==> config.mk <==
export PLATFORM = sky130hd
export DESIGN_NAME = fifo_wptr_full
export DESIGN_NICKNAME = d
export VERILOG_FILES = /design/src/rtl/fifo_wptr_full.sv
export SDC_FILE = /design/constraint.sdc
export NUM_CORES = 1
export LEC_CHECK = 0
export ABC_CLOCK_PERIOD_IN_PS = 4350
export BUFFER_PORTS_ARGS = -buffer_cell sky130_fd_sc_hd__buf_2
export CAP_MARGIN = 20
export CORE_MARGIN = 2
export CORE_UTILIZATION = 45
export DETAILED_ROUTE_END_ITERATION = 8
export PLACE_DENSITY = 0.67
export SLEW_MARGIN = 10
export SYNTH_ARGS = -nofsm -noshare
export SYNTH_HDL_FRONTEND = slang
export SYNTH_SLANG_ARGS = --single-unit
==> constraint.sdc <==
create_clock -name wclk -period 4.35 [get_ports wclk]
set_input_delay 0.87 -clock wclk [delete_from_list [all_inputs] [get_ports wclk]]
set_output_delay 0.87 -clock wclk [all_outputs]
set_load 0.05 [all_outputs]
==> src/rtl/fifo_wptr_full.sv <==
// Write-domain pointer and flag logic of the asynchronous FIFO: synchronises the read Gray
// pointer into wclk, advances the binary/Gray write pointers and derives full, level and overflow.
module fifo_wptr_full #(
    parameter int Addr_Width         = 9,
    parameter int Depth              = 512,
    parameter int Almost_Full_Thresh = 500,
    parameter int Sync_Stages        = 2
) (
    input  logic                  wclk,
    input  logic                  wrst,
    input  logic                  winc,
    input  logic [Addr_Width:0]   rptr_gray,
    input  logic                  clr_ovf,
    output logic [Addr_Width:0]   wr_addr,
    output logic [Addr_Width:0]   wptr_gray,
    output logic                  full,
    output logic                  almost_full,
    output logic [Addr_Width:0]   wr_level,
    output logic                  overflow
);

    localparam int AW = Addr_Width;
    localparam int PW = Addr_Width + 1;
    localparam logic [AW:0] AF_THRESH = PW'(Almost_Full_Thresh);

    logic [Sync_Stages-1:0][AW:0] sync_q;
    logic [AW:0] rq;
    logic [AW:0] rbin_s;
    logic [AW:0] wbin_n;
    logic [AW:0] wgray_n;
    logic [AW:0] level_n;
    logic        wr_en;
    logic        full_n;

    // Binary equals the XOR of every right shift of the Gray code.
    function automatic logic [AW:0] gray2bin(input logic [AW:0] g);
        logic [AW:0] b;
        b = g;
        for (int unsigned s = 1; s <= AW; s++) begin
            b = b ^ (g >> s);
        end
        return b;
    endfunction

    always_ff @(posedge wclk) begin
        if (wrst) begin
            sync_q <= '0;
        end else begin
            sync_q <= {sync_q[Sync_Stages-2:0], rptr_gray};
        end
    end

    assign rq = sync_q[Sync_Stages-1];

    always_comb begin
        wr_en   = winc & ~full;
        rbin_s  = gray2bin(rq);
        wbin_n  = wr_addr + {{AW{1'b0}}, wr_en};
        wgray_n = wbin_n ^ (wbin_n >> 1);
        level_n = wbin_n - rbin_s;
        // Full when the write pointer is exactly one lap ahead of the synchronised read pointer.
        full_n  = (wgray_n == {~rq[AW:AW-1], rq[AW-2:0]});
    end

    always_ff @(posedge wclk) begin
        if (wrst) begin
            wr_addr     <= '0;
            wptr_gray   <= '0;
            full        <= 1'b0;
            almost_full <= 1'b0;
            wr_level    <= '0;
        end else begin
            wr_addr     <= wbin_n;
            wptr_gray   <= wgray_n;
            full        <= full_n;
            almost_full <= (level_n >= AF_THRESH);
            wr_level    <= level_n;
        end
    end

    always_ff @(posedge wclk) begin
        if (wrst) begin
            overflow <= 1'b0;
        end else if (winc && full) begin
            overflow <= 1'b1;
        end else if (clr_ovf) begin
            overflow <= 1'b0;
        end
    end

endmodule

==> key figures <==
Outcome
  • Outcome: completed

Timing
  • Worst-margin pin slew: 864.7 ps
  • Crit share post-route: between 80 and 90%
  • RSZ-0062 raised after global routing: no
  • Setup violators final: 0
  • Tmin final: between 3000 and 4000 ps
  • Achievable Freq: about 260 MHz
  • Final Hold Fails: 0
  • Fin. max-slew vios: 0
  • Setup TNS Final: 0 ps
  • Hold Slack: about 440 ps
  • Worst setup margin: between 500 and 600 ps
  • Clock Skew: approximately 6.8 ps
  • Slew headroom: about 42%

GRT
  • Vias in the first global route: 1449
  • Largest net degree at the start of global routing: between 50 and 60
  • M1 GR Usage: 18.81%
  • GR Util met3: about 3.6%
  • GR peak layer: met2
  • Remaining Overflow, GRT: 0
  • GR Util All Layers: 14.96%
  • Met2 Track Usage GR: 24.54%
  • Initial antenna violation count: 0
  • First-pass GRT wire length: around 6.4 mm

Layout
  • Fillers: between 400 and 500
  • Final instance area: between 2000 and 3000 um^2
  • Layout area overhead: 17.88%
  • Footprint of the multi-input gates: about 1200 um^2
  • Final Net Count: a little over 300
  • Layout cells sized above 1: a little under a quarter
  • FF/Latch Area: 1041 um^2
  • Ant diodes: 0

Critical path
  • Crit-path most repeated cell: xor2_2
  • Crit path cell chain: xnor2_2 > xor2_2 > xor2_2 > xor2_2 > xor2_2 > xor2_4 > xnor2_1 > ha_1 > fa_1 > nand2b_1 > a21oi_1 > nor3_1 > o21bai_1 > a21oi_1 > xor2_1 > o32ai_1
  • CP Data Arrival Time: 4050 ps
  • Setup CP Type: reg -> reg
  • R2R cell count: 16
  • R2R Path End: almost_full
  • Critical-path top delay cell: fa_1
  • Element type at the critical path end: register
  • Crit path launch: rq[9]
  • CP startpoint kind: register
  • Req. time, crit path: between 4000 and 5000 ps
  • Worst r2r src: rq[9]
  • CP Max Fanout: 5
  • Reg2Reg Setup Slack: slightly above 500 ps
  • Largest stage delay, worst path: around 420 ps

Clock network
  • CTS tree: yes
  • H-Tree Level Count: 2
  • Clk root buf: clkbuf_8
  • Post-cts sizing count: 0
  • Worst-Skew Late Latency: roughly 310 ps
  • Clk pin slew, worst setup/hold paths: ~100 ps
  • TritonCTS Sinks: 52
  • Total setup buffers inserted after CTS: 0
  • Maximum clock insertion buffer count: 2
  • Hold buffer count at CTS: 0
  • CTS Buf Count: 5

Synthesis
  • Yosys warns: 0
  • Synthesized area: about 2300 um^2
  • Register bit total from synthesis: between 50 and 60
  • Post-Syn Nets: 261
  • Synth Instances: ~240
  • Post-synthesis sequential area ratio: 45.07%
  • Syn avg cell area: roughly 10 um^2
  • Unique masters post-synth: 35

Floorplanning
  • Die Area: ~5700 um^2
  • Starting Density: ~46%
  • Core area: slightly above 5000 um^2
  • Die width: 75.64 um
  • IO Count: between 40 and 50
  • Standard-cell rows: 26
  • Die Height: roughly 76 um

Drt
  • Drt pass-1 iters: 4
  • Drt total wl: 3.882 mm
  • Via count: ~1.6k
  • WL/cell: 10.90 um
  • Via density: 4.548
  • DRT antenna net count: 0
  • Drt drc: 0
  • Initial DRC Count: between 50 and 60

Pwr
  • Pwr per Cell Area: roughly 420 nW/um^2
  • Max VDD drop: 207.9 uV
  • Cell leakage power: 1.275 nW

Placement
  • Final HPWL DP: approximately 2.9 mm
  • Port-buffer cells: 46
  • Placed Area: between 2000 and 3000 um^2
  • Placement Setup Slack: about 540 ps
  • RePlAce Congestion: between 0.8 and 0.9

Worst hold path
  • Min-Delay Path Class: reg -> reg
  • Worst Hold Depth: 1
  • Hold Path Sink: rq[3]
  • Worst Hold Launch: sync_q[3]

Job
  • Max Cap Viol: 0
-- worst max-delay path, delay by kind of cell, from the launching register on --
family | cells | cell delay [ps]
AO/OA/AOI/OAI | 4 | 750
XOR/XNOR | 8 | 1700
adder cells (fa/ha/maj) | 2 | 630
flip-flops | 1 | 360
AND/OR/NAND/NOR | 2 | 300
-- logic make-up after synthesis --
| logic type | synth area share [%] |
|---|---|
| adder cells (fa/ha/maj) | 6.826 |
| AO/OA/AOI/OAI | 8.288 |
| buffers and inverters | 2.763 |
| flip-flops | 45.07 |
| AND/OR/NAND/NOR | 18.36 |
| XOR/XNOR | 18.69 |
-- flip-flops by register name, summed over array words and instances (netlist names) --
register and count:
wr_addr 10, wptr_gray 9, full 1, overflow 1, rq 10, sync_q 10
almost_full 1, wr_level 10
-- power by group --
part | total (mW) | internal (mW) | switching [mW]
sequential | 0.528 | 0.514 | 0.0140
combinational | 0.347 | 0.118 | 0.230
clock | 0.280 | 0.118 | 0.162
-- synth_stat cells --
library cell	n	share of area, %
a2111o_1	1	0.49
a2111oi_1	1	0.43
a211oi_1	1	0.33
a21o_1	3	0.98
a21oi_1	9	2.0
a22o_1	1	0.38
a22oi_1	1	0.33
a2bb2oi_1	1	0.38
a311o_1	1	0.43
a31oi_1	1	0.27
and2_1	1	0.27
and3_1	2	0.54
and4_1	1	0.38
buf_4	1	0.33
clkbuf_1	6	0.98
dfxtp_1	52	45
fa_1	1	0.87
ha_1	11	6.0
inv_1	9	1.5
nand2_1	9	1.5
nand2b_1	3	0.81
nand3_1	5	1.1
nand4_1	5	1.4
nor2_1	29	4.7
nor2b_1	25	6.8
nor3_1	2	0.43
o21ai_0	6	1.3
o21bai_1	2	0.65
o32ai_1	1	0.38
or3_1	2	0.54
xnor2_1	16	6.1
xnor2_2	1	0.70
xor2_1	19	7.2
xor2_2	5	3.5
xor2_4	1	1.2
-- through the flow --
stage	util, %	power [mW]	std cells
3_3_place_gp	52.11	0.8877	348
2_1_floorplan	-	0.8217	235
6_report	54.00	1.155	356
4_1_cts	54.00	1.172	356
5_1_grt	54.00	1.226	356
3_5_place_dp	52.11	0.8883	348
-- per-layer routing --
layer  routed length (um)  share of wire [%]
met2                 1753                 45
met4                   66                1.7
met5                    0                  0
met1                 1888                 49
met3                  172                4.4
-- cells in the final DEF (no fill, tap or decap), drive strengths merged --
cell     instances
and4             1
xnor2           17
a2111o           1
clkbuf           5
inv             11
a21oi            9
nand4            5
a211oi           1
xor2            25
o21bai           2
nand3            5
and2             1
nand2b           3
a2111oi          1
nor2b           25
or3              2
nand2            9
ha              11
a2bb2oi          1
dfxtp           52
nor2            29
and3             2
nor3             2
buf             50
a22oi            1
a31oi            1
a22o             1
fa               1
o21ai            6
a21o             3
o32ai            1
clkinv           1
a311o            1
-- cell type report --
type	instances	share of cell area [%]
clock buffer	5	2.528
clock inverter	3	0.9651
inverter	9	1.241
multi-input combinational	167	44.26
sequential	52	38.24
tap	70	3.217
timing repair buffer	50	9.559
-- worst max path at each step --
| stage | end | slack, ps | depth (start not counted) |
|---|---|---|---|
| 6_report | almost_full | 520 | 16 |
| 5_1_grt | almost_full | 240 | 16 |
| 4_1_cts | almost_full | 510 | 16 |
| 3_5_place_dp | almost_full | 540 | 16 |
| 3_3_place_gp | almost_full | 570 | 16 |
| 2_1_floorplan | almost_full | 870 | 16 |
Note: power is estimated with default switching activity, not from simulation.
